$ cat src/rtl/pwm_meter.sv
// PWM period / high-time meter: synchronizes and deglitches an asynchronous
// square wave, then measures cycles between accepted edges with a timeout.
module pwm_meter #(
  parameter int          CNT_W   = 24,
  parameter int          GLITCH  = 4,
  parameter int unsigned TIMEOUT = (1 << CNT_W) - 1
) (
  input  logic             i_clk,
  input  logic             i_rst,
  input  logic             i_pwm_data,
  input  logic             i_en,
  output logic [CNT_W-1:0] o_period,
  output logic [CNT_W-1:0] o_high,
  output logic             o_valid,
  output logic             o_timeout,
  output logic             o_locked
);

  typedef enum logic [1:0] {
    IDLE      = 2'd0,
    MEAS_HIGH = 2'd1,
    MEAS_LOW  = 2'd2
  } state_t;

  localparam logic [CNT_W-1:0] TMO       = CNT_W'(TIMEOUT);
  localparam logic [3:0]       STAB_LAST = 4'(GLITCH - 1);

  logic [1:0] sync_q;
  logic       filt_q;
  logic       filt_d_q;
  logic [3:0] stab_q;
  logic       rise_q;
  logic       fall_q;

  state_t           state_q, state_n;
  logic [CNT_W-1:0] cnt_q, cnt_n, cnt_inc;
  logic [CNT_W-1:0] high_lat_q, high_lat_n;
  logic [CNT_W-1:0] period_n, high_n;
  logic             valid_n, timeout_n;

  // Input conditioning: the filter only flips after GLITCH consecutive
  // synchronized samples disagree with it; any agreeing sample restarts the run.
  // NOTE: sequential state uses non-blocking assignments so every flop samples
  // pre-edge values, which is what makes the synchronizer chain actually shift.
  always_ff @(posedge i_clk or posedge i_rst) begin
    if (i_rst) begin
      sync_q   <= '0;
      filt_q   <= 1'b0;
      filt_d_q <= 1'b0;
      stab_q   <= '0;
      rise_q   <= 1'b0;
      fall_q   <= 1'b0;
    end else begin
      sync_q   <= {sync_q[0], i_pwm_data};
      filt_d_q <= filt_q;
      rise_q   <= filt_q & ~filt_d_q;
      fall_q   <= ~filt_q & filt_d_q;
      if (sync_q[1] != filt_q) begin
        if (stab_q == STAB_LAST) begin
          filt_q <= ~filt_q;
          stab_q <= '0;
        end else begin
          stab_q <= stab_q + 4'd1;
        end
      end else begin
        stab_q <= '0;
      end
    end
  end

  // Saturating increment: TIMEOUT bounds the counter so it can never wrap.
  assign cnt_inc = (cnt_q == TMO) ? cnt_q : cnt_q + 1'b1;

  // NOTE: every output of this block gets a default first so no path can leave
  // a signal unassigned and infer a latch.
  always_comb begin
    state_n    = state_q;
    cnt_n      = cnt_q;
    high_lat_n = high_lat_q;
    period_n   = o_period;
    high_n     = o_high;
    valid_n    = 1'b0;
    timeout_n  = 1'b0;

    if (!i_en) begin
      state_n = IDLE;
      cnt_n   = '0;
    end else begin
      unique case (state_q)
        IDLE: begin
          if (rise_q) begin
            state_n = MEAS_HIGH;
            cnt_n   = CNT_W'(1);
          end
        end
        MEAS_HIGH: begin
          if (fall_q) begin
            state_n    = MEAS_LOW;
            high_lat_n = cnt_q;
            cnt_n      = cnt_inc;
          end else if (cnt_q == TMO) begin
            state_n   = IDLE;
            cnt_n     = '0;
            timeout_n = 1'b1;
          end else begin
            cnt_n = cnt_inc;
          end
        end
        MEAS_LOW: begin
          if (rise_q) begin
            state_n  = MEAS_HIGH;
            period_n = cnt_q;
            high_n   = high_lat_q;
            valid_n  = 1'b1;
            cnt_n    = CNT_W'(1);
          end else if (cnt_q == TMO) begin
            state_n   = IDLE;
            cnt_n     = '0;
            timeout_n = 1'b1;
          end else begin
            cnt_n = cnt_inc;
          end
        end
        default: begin
          state_n = IDLE;
          cnt_n   = '0;
        end
      endcase
    end
  end

  always_ff @(posedge i_clk or posedge i_rst) begin
    if (i_rst) begin
      state_q    <= IDLE;
      cnt_q      <= '0;
      high_lat_q <= '0;
      o_period   <= '0;
      o_high     <= '0;
      o_valid    <= 1'b0;
      o_timeout  <= 1'b0;
    end else begin
      state_q    <= state_n;
      cnt_q      <= cnt_n;
      high_lat_q <= high_lat_n;
      o_period   <= period_n;
      o_high     <= high_n;
      o_valid    <= valid_n;
      o_timeout  <= timeout_n;
    end
  end

  assign o_locked = (state_q != IDLE);

endmodule

$ cat config.mk
export PLATFORM = sky130hd
export DESIGN_NAME = pwm_meter
export DESIGN_NICKNAME = d
export VERILOG_FILES = /design/src/rtl/pwm_meter.sv
export SDC_FILE = /design/constraint.sdc
export NUM_CORES = 1
export LEC_CHECK = 0
export BUFFER_PORTS_ARGS = -buffer_cell sky130_fd_sc_hd__buf_2
export CORE_MARGIN = 2
export CORE_UTILIZATION = 45
export CTS_CLUSTER_DIAMETER = 200
export DETAILED_ROUTE_END_ITERATION = 6
export SYNTH_ARGS = -nofsm -noshare
export SYNTH_HDL_FRONTEND = slang
export SYNTH_SLANG_ARGS = --single-unit
$ cat constraint.sdc
create_clock -name i_clk -period 4.87 [get_ports i_clk]
set_clock_uncertainty 0.15 [all_clocks]
set_input_delay 0.2435 -clock i_clk [delete_from_list [all_inputs] [get_ports i_clk]]
set_output_delay 0.2435 -clock i_clk [all_outputs]
set_load 0.1 [all_outputs]
; After elaboration in Yosys (flattened, before gate mapping)
; Cells that the tools add are included.
[totals]
ff_bits = 110
latch_bits = 0
ramBits = 0
mem_bits_ro = 0
inputBits = 4
output_inout_bits = 51
word_cells = 53
memories = 0
[op_classes]
n_addsub = 2
multipliers = 0
div_mod_pow = 0
magnitude_cmp = 0
eq_ne = 6
shifts = 0
muxes = 23
bitwise_logic = 4
n_reduce_logical = 5
[op_table]
columns = op, n
row1 = $mux W24, 6
row2 = $pmux W24 S3, 1
row3 = $add A24 B1 Y24 const B, 1
row4 = $eq A24 B24 Y1 const B, 1
row5 = $mux W2, 5
row6 = $mux W4, 2
row7 = $mux W1, 7
row8 = $pmux W2 S3, 1
row9 = $reduce_and A3 Y1, 2
row10 = $add A4 B1 Y4 const B, 1
row11 = $eq A4 B2 Y1 const B, 1
row12 = $ne A3 B3 Y1 const B, 1
row13 = $and A1 B1 Y1, 2
row14 = $eq A2 B1 Y1 const B, 1
row15 = $eq A2 B2 Y1 const B, 1
row16 = $logic_not A2 Y1, 1
row17 = $not A1 Y1, 2
row18 = $pmux W1 S2, 1
row19 = $reduce_and A2 Y1, 1
row20 = $reduce_bool A2 Y1, 1
row21 = $ne A1 B1 Y1, 1

; Depth between registers and ports, before layout
; Gate-level depths: netlist of run 1.
[logic_depth]
depth_word = 6
ltp_mapped = 10

; Worst setup path after synthesis of run 1
; Ideal clock, no wire load.
[synth_path]
kind = reg2reg
start = reg cnt_q[1]
end = reg cnt_q[0]
setup_ns = 0.083
arrival_time_ns = 1.980
t_required_ns = 4.637
path_slack_ns = 2.657
stages_incl_launch_ff = 10
path_buffers = 1
synth_period_minus_slack_ns = 2.213
cell_sequence = dfrtp_1 ha_1 nand4_1 or3_1 buf_2 nor2_4 inv_2 ha_1 o211a_1 o22ai_1
[synth_via]
elab_chain_len = 6
word_cells_on_any_way = 7
cone_classes = eq/ne: 1 / mux: 6
[synth_rtl]
columns = item, line_no
row1 = start: declaration, 36  ; logic [CNT_W-1:0] cnt_q, cnt_n, cnt_inc;
row2 = start signal: assignment, 143  ; cnt_q <= cnt_n;
row3 = $eq A24 B24 Y1 *, "72, 101, 116"
row4 = $mux W24, 72  ; assign cnt_inc = (cnt_q == TMO) ? cnt_q : cnt_q + 1'b1;
row5 = $mux W24, "101, 116"
row6 = "$mux W24, on equally long branches", "110, 97"
row7 = $pmux W24 S3 *, 89  ; unique case (state_q)
row8 = $mux W24 *, 85  ; if (!i_en) begin
; Mark *: on every way between the ends. The rest lies on a longest branch, timed or not.
; A chain may end at the register's enable or synchronous reset.

; Worst setup path in the final report of run 1
[layout_path]
start = reg state_q[0]
end = reg cnt_q[13]
[layout_via]
elab_chain_len = 3
word_cells_on_any_way = 6
cone_classes = eq/ne: 3 / mux: 2 / reduce/logical: 1
[layout_rtl]
columns = item, line_no
row1 = start: declaration, 35  ; state_t state_q, state_n;
row2 = start signal: assignment, 142  ; state_q <= state_n;
row3 = "$eq A2 B2 Y1, or another cell as far along", 89
row4 = $pmux W24 S3, 89
row5 = $mux W24, 85
; Several ways; a longest one is shown, not always the timed one.

==> run summary, run 1 <==
After synthesis, the largest area contributor takes up 57.7% of total cell area. The run gives 0 as the post-CTS setup buffer count. The number of enable flip-flop cells after synthesis is 0, and the average detailed-routed wire length per instance is 16.2 µm. The minimum period implied by the final worst setup slack was 2940 ps. The tools report the initial detailed-routing violation count as 248. In this run the critical register-to-register path is launched from state_q[0]. The largest single stage delay on the critical path is 700 ps. The run gives 16.1 mm as the global-route wire length before repair. Category of the most critical setup path: flip-flop to flip-flop. The critical path buffer and inverter count came out at 2. In this run the tightest slew margin relative to its limit is 37.2%. The tool flagged a number of max-cap violations equal to 0. In the routed layout, each cell is associated on average with a via count of 5.49. The total via count after detailed routing was 3,285. Summed over all layers, the global routing overflow is 0.

The run gives 3,169 as the number of global-route vias before repair. In the global route stage, overall resource usage came out at 18.2%. Setup repair after global routing left no endpoint under its margin. The number of antenna diodes in the final layout is 0.

The TritonCTS buffer count is 9, and the arrival time of the worst setup path is 3110 ps. Summed over all layers, the routed wires come to 9.66 mm. The count of cells resized by post-cts repair was 0. Count of input and output buffers: 54. In the routed design, unresolved DRC markers number 0. The synthesized area divided by synthesized cell count is 11.8 µm², and the peak ir drop on the vdd network is 0.314 mV. Met3 routed wirelength: 478 µm.

The die covers 0.0114 mm². Most instantiated flip-flop cell in the synthesis netlist: sky130_fd_sc_hd__dfrtp_1. The logs give 51 for the unique cell type count in the Yosys netlist and 0.00477 mm² for the netlist area before placement. The number of hold violations in the final report is 0, and the area inside the core boundary is 0.0103 mm². Kind of end point of the critical path: a flip-flop.

The total of flip-flops plus latches after synthesis is 110. The critical path starts at state_q[0]. Post-layout total power: 1.86 mW.

From left edge to right edge, the die measures 107 µm. Setup violations remaining at the end of the flow were counted as 0. After clock tree synthesis, the clock-pin slew on the worst setup and hold paths is 100 ps. The post-route fraction of the period consumed by the critical path is 60.5%. For this run, the register share of the synthesized area comes to 57.7%. For the number of H-tree levels, the log shows 3. The number of antenna violations at the first check in global routing is 0, and the TritonCTS sink count is 110. Entering global routing, the biggest net connects 68 pins.

The ratio of cells with drive above 1 in the final layout is 31.4%. The tools report the startpoint of the worst hold path as i_en. The run gives 404 as the gate count of the mapped netlist. The pin slew with the least headroom to its limit works out to 939 ps. The site row count was 37. For the number of slew-limit violations in the final report, the log shows 0. Traced cell by cell, the critical path runs through inv_1 > ha_1 > nor2b_1 > o2111ai_1 > a31oi_1 > buf_4 > nand4b_1 > nand3_1. Synthesis produced a netlist with a net count of 415. In the post-synthesis netlist, the biggest area contributors are sky130_fd_sc_hd__dfrtp_1, sky130_fd_sc_hd__mux2_2, sky130_fd_sc_hd__o21ai_0. Worst-path cell with the longest stage delay: sky130_fd_sc_hd__a31oi_1. 55 I/O pins were placed.

The commonest cells after synthesis are sky130_fd_sc_hd__dfrtp_1, sky130_fd_sc_hd__mux2_2, sky130_fd_sc_hd__nand2_1, sky130_fd_sc_hd__o21ai_0. The number of detailed-routing iterations run before antenna repair was 4; the half-perimeter wire length of the detailed placement result was 6.40 mm. The tree is rooted in a sky130_fd_sc_hd__clkbuf_8. Among cell families on the critical path, the largest total delay comes from compound AO/OA/AOI/OAI gates. The y dimension of the die is 107 µm. The number of nets in the finished design was 468. After detailed routing, the wire length on met1 is 4.73 mm. In this run the static leakage power is 2.71 nW.

The area added between synthesis and finish is 13.2%. After detailed routing, no signal wire sits above met4. The congestion estimate from routability-driven global placement came to 0.868.

Of all nets on the critical path, the largest fanout is 12. Of all cell types, the one taking the most synthesized area is sky130_fd_sc_hd__dfrtp_1. The clock reaches the later pin of the worst-skew pair after 380 ps.

The power per standard cell area works out to 345 mW/mm². The worst setup path is launched from a flip-flop. The critical path data required time is 5030 ps. The min-delay analysis places its worst path in the category input pin to flip-flop. By instance count, the leading cell after synthesis is sky130_fd_sc_hd__dfrtp_1. The run finished with clean final reports.

For this configuration, the core starts out at a cell density of 46.2%. Adding up every negative setup slack in the final design gives 0 ps. The Yosys step of the flow raised 0 warnings. In this run the remaining antenna-violating nets after routing total 0. The tools report the buffer levels on the longest clock path as 2.

TritonCTS built the clock tree. The async set or reset register ratio after synthesis was 100%; the fmax was 0.340 GHz. The routed length on met2 is 4.37 mm.
-- layout make-up --
class                      count  area, µm²
clock inverter                 7       80.1
timing repair buffer          60        320
fill                         918       4920
inverter                      17       66.3
clock buffer                   9        124
sequential                   110       2750
tap                          136        170
multi-input combinational    259       1890
-- cells by family (layout without fill, tap and decap cells) --
group / count (synthesis) / after routing / synth area share, %
buffers and inverters: 35 / 93 / 2.86
flip-flops: 110 / 110 / 57.7
XOR/XNOR: 2 / 2 / 0.367
AO/OA/AOI/OAI: 90 / 90 / 12.0
AND/OR/NAND/NOR: 104 / 104 / 12.0
multiplexers: 56 / 56 / 13.2
adder cells (fa/ha/maj): 7 / 7 / 1.84
-- per-stage QoR --
step	setup WS [ps]	instance area, µm²	hold slack, ps	std cells	utilization (%)
after floorplan	1570	4770	125	404	-
after global placement	2170	5180	192	580	50.2
after detailed placement	2010	5180	197	580	50.2
after CTS	1980	5400	17.7	598	52.3
after global routing	1670	5400	35.4	598	52.3
final	1930	5400	42.9	598	52.3
-- worst paths after layout --
kind                                 end  slack, ps  depth (start not counted)
max                            cnt_q[13]       1930                          8
min                            o_timeout         40                          3
max reg2reg                    cnt_q[13]       1930                          8
min reg2reg                    sync_q[1]        220                          0
max in group asynchronous  high_lat_q[3]       3070                          4
min in group asynchronous        o_valid        430                          3
-- cell usage in the layout, fill, tap and decap left out, types with 3 or more instances in the layout --
cell type,synthesis,routed
sky130_fd_sc_hd__or4_1,3,3
sky130_fd_sc_hd__o22ai_1,3,3
sky130_fd_sc_hd__and2_1,3,3
sky130_fd_sc_hd__inv_1,16,15
sky130_fd_sc_hd__dfrtp_1,110,110
sky130_fd_sc_hd__nand3_1,15,14
sky130_fd_sc_hd__clkbuf_8,0,9
sky130_fd_sc_hd__nor3_1,4,4
sky130_fd_sc_hd__o31ai_1,3,3
sky130_fd_sc_hd__a21oi_1,13,13
sky130_fd_sc_hd__nor2b_1,5,5
sky130_fd_sc_hd__a41oi_1,3,3
sky130_fd_sc_hd__a21o_1,3,3
sky130_fd_sc_hd__nand4_1,4,4
sky130_fd_sc_hd__ha_1,7,7
sky130_fd_sc_hd__a31oi_1,11,11
sky130_fd_sc_hd__or2_2,3,3
sky130_fd_sc_hd__mux2_2,56,56
sky130_fd_sc_hd__o21ai_0,32,32
sky130_fd_sc_hd__buf_2,3,54
sky130_fd_sc_hd__buf_4,0,4
sky130_fd_sc_hd__o211ai_1,5,5
sky130_fd_sc_hd__nor4_1,3,3
sky130_fd_sc_hd__nor2_1,16,16
sky130_fd_sc_hd__nand2_1,32,32
-- worst min-delay path: cells and delay by family --
| family | cells | cell delay (ps) |
|---|---|---|
| buf+inv | 1 | 140 |
| compound gates | 1 | 90 |
| simple gates | 1 | 60 |
-- where the power goes --
group | leakage (nW) | total (mW) | internal, mW | switching (mW)
Combinational | 1.08 | 0.310 | 0.0925 | 0.218
Sequential | 1.52 | 0.989 | 0.954 | 0.0351
Clock | 0.102 | 0.565 | 0.245 | 0.320
-- repair_timing --
item                       CTS  global route
setup endpoints to repair    0             0
hold endpoints to repair    67             0
hold buffers                 2             0
-- metal layers --
layer  up-vias  global-route usage [%]
met5         -                       0
met4         0                    9.28
met3         4                    3.22
met2        74                    26.9
met1      1635                    25.8
li1       1572                       -
-- flip-flops by register name (all words and copies together) (netlist names) --
name        cells
fall_q          1
o_timeout       1
rise_q          1
o_period       24
filt_q          1
cnt_q          24
o_high         24
filt_d_q        1
state_q         2
stab_q          4
o_valid         1
sync_q          2
high_lat_q     24
No activity file was read; power rests on OpenSTA's default activity.
==> inputs of run 2 (changes only) <==
==> constraint.sdc (replaced) <==
create_clock -name i_clk -period 3.1 [get_ports i_clk]
set_clock_uncertainty 0.15 [all_clocks]
set_input_delay 0.155 -clock i_clk [delete_from_list [all_inputs] [get_ports i_clk]]
set_output_delay 0.155 -clock i_clk [all_outputs]
set_load 0.1 [all_outputs]
==> run summary, run 2 (synthesis results as in run 1) <==
The flow ran to the end, and the final reports show no timing, DRC or antenna violations. The detailed router placed 3,279 vias in this run. The area growth from synthesis to layout is 14.3%. For the TritonCTS buffer count, the log shows 9. The category of the most critical setup path is flip-flop to flip-flop. Die boundary width: 107 µm.

The library cell used most frequently in the layout, excluding fill and tap cells, is sky130_fd_sc_hd__dfrtp_1. The most critical setup path has its startpoint at cnt_q[1]. The initial utilization of the core area, before any placement, comes to 46.2%.

The cell area reported after detailed placement is 0.00524 mm², and the number of global-route vias before repair is 3,363. Setup repair after global routing left no endpoint under its margin. In this run, post-CTS repair resized a total of 0 instances.

The site row count is 37, and the count of input and output buffers is 54. At the pin with the least slew margin, the transition time is 779 ps. The run gives 0 as the count of nets left with antenna violations after detail routing.

TritonCTS built the clock tree. In the layout the commonest cells are sky130_fd_sc_hd__dfrtp_1, sky130_fd_sc_hd__mux2_2, sky130_fd_sc_hd__buf_2. For the number of antenna violations at the first check in global routing, the log shows 0. The run gives 110 as the TritonCTS sink count. For the total global-route track usage, the log shows 18.3%. The fmax was 0.406 GHz. The number of antenna diodes in the final layout is 0.

The average vias per placed instance is 5.42, and the post-route fraction of the period consumed by the critical path is 79.4%. The clock slew at the register clock pins of the worst setup and hold paths was 100 ps; the number of top-level pins was 55. The logs give 475 for the number of nets in the finished design and 0 ps for the total negative slack for setup checks.

The tools report the launching point of the worst reg2reg path as cnt_q[1]. The detailed router finished its first iteration with 197 violations. The worst pin sits at a relative slew slack of 47.6%. The worst setup path is captured at a flip-flop. The leakage component of the power is 2.73 nW, and the max-capacitance violation count is 0. The post-layout total power is 2.88 mW, and the placer's final routability congestion estimate is 0.929.

VDD sags by at most 0.352 mV. Count of unresolved DRC violations after routing: 0. For the clock latency reported for the late side of the worst-skew pair, the log shows 380 ps. At the worst endpoint, the required time is 3260 ps.

In this run the worst path has a maximum fanout of 7. The first global-routing pass estimated 16.4 mm of wire. The number of slew-limit violations in the final report came out at 0. The post-CTS setup buffer count is 0, and the minimum period implied by the final worst setup slack is 2460 ps. The number of hold violations in the final report was 0; the average detailed-routed wire length per instance was 15.8 µm.

The region available for standard cell placement spans 0.0103 mm². The y dimension of the die came out at 107 µm. The clock passes through at most 2 buffers. The H-tree generated during clock tree synthesis spans 3 levels. Entering global routing, the biggest net connects 61 pins.

Detailed placement finished with a half-perimeter wire length of 6.60 mm. In this run the power density over the cells is 527 mW/mm². The tightest min-delay check is of the input pin to asynchronous set/reset pin type. The finished cells cover 0.00546 mm².

Clock root buffer: sky130_fd_sc_hd__clkbuf_8. The ratio of cells with drive above 1 in the final layout is 32.2%, and the number of detailed-routing iterations run before antenna repair is 4. The die covers 0.0114 mm².

For the number of failing setup endpoints in the final timing report, the log shows 0. STA classifies the critical path startpoint as a flip-flop. The run gives 0 as the remaining global-route overflow. The sum of routed wire length over all layers was 9.53 mm; the arrival time of the worst setup path was 2620 ps.
==> run 2: cell types whose count changed in the layout (fill, tap and decap cells not counted), sizes merged <==
| cell | delta |
|---|---|
| clkinv | -1 |
| inv | -1 |
| dlygate4sd3 | +1 |
| bufinv | -1 |
| clkbuf | +1 |
| clkinvlp | +2 |
| buf | +6 |
==> run 2: stage by stage <==
step	std cells	setup slack [ps]	util (%)	hold WS, ps
4_1_cts	605	637	52.9	6.89
6_report	605	638	52.9	26.8
3_3_place_gp	586	719	50.7	-121
3_5_place_dp	586	668	50.7	-120
2_1_floorplan	404	887	-	36.4
5_1_grt	605	442	52.9	23.2
==> run 2: area by class of cell <==
cell class	instances	area (µm²)
multi-input cells	259	1890
inverters	17	67.6
fillers	930	4870
well taps	136	170
clock inverters	6	52.6
flip-flops and latches	110	2750
clock buffers	10	138
repair buffers	67	388
==> run 2: worst paths after layout <==
kind / slack, ps / cells after the start / end
worst min-delay path: 30 / 3 / o_high[17]
worst min register to register: 220 / 0 / sync_q[1]
worst max register to register: 640 / 8 / cnt_q[0]
max in group asynchronous: 1890 / 4 / high_lat_q[12]
worst max-delay path: 640 / 8 / cnt_q[0]
min in group i_clk: 220 / 0 / sync_q[1]
==> run 2: where the power goes <==
| part | switching [mW] | total (mW) | internal (mW) |
|---|---|---|---|
| clock | 0.497 | 0.823 | 0.327 |
| sequential | 0.0537 | 1.55 | 1.50 |
| combinational | 0.340 | 0.502 | 0.162 |
==> run 2: repair_timing <==
item,CTS,global route
hold buffers,3,0
endpoints found under the hold margin,112,0
endpoints found under the setup margin,0,0
==> run 2: routing by layer <==
layer | up-vias | global-route usage [%] | wire (µm)
met2 | 63 | 28.3 | 4410
met3 | 11 | 3.16 | 336
met4 | 0 | 9.28 | 174
li1 | 1573 | - | -
met1 | 1632 | 25.1 | 4610
met5 | - | 0 | 0
==> run 2: worst max-delay path, cell delays in order, from the launching register on <==
cell and delay (ps):
sky130_fd_sc_hd__dfrtp_1 450, sky130_fd_sc_hd__ha_1 250, sky130_fd_sc_hd__nand4_1 120, sky130_fd_sc_hd__or3_1 470
sky130_fd_sc_hd__nor2_4 200, sky130_fd_sc_hd__inv_2 100, sky130_fd_sc_hd__ha_1 280, sky130_fd_sc_hd__o211a_1 220
sky130_fd_sc_hd__o22ai_1 130
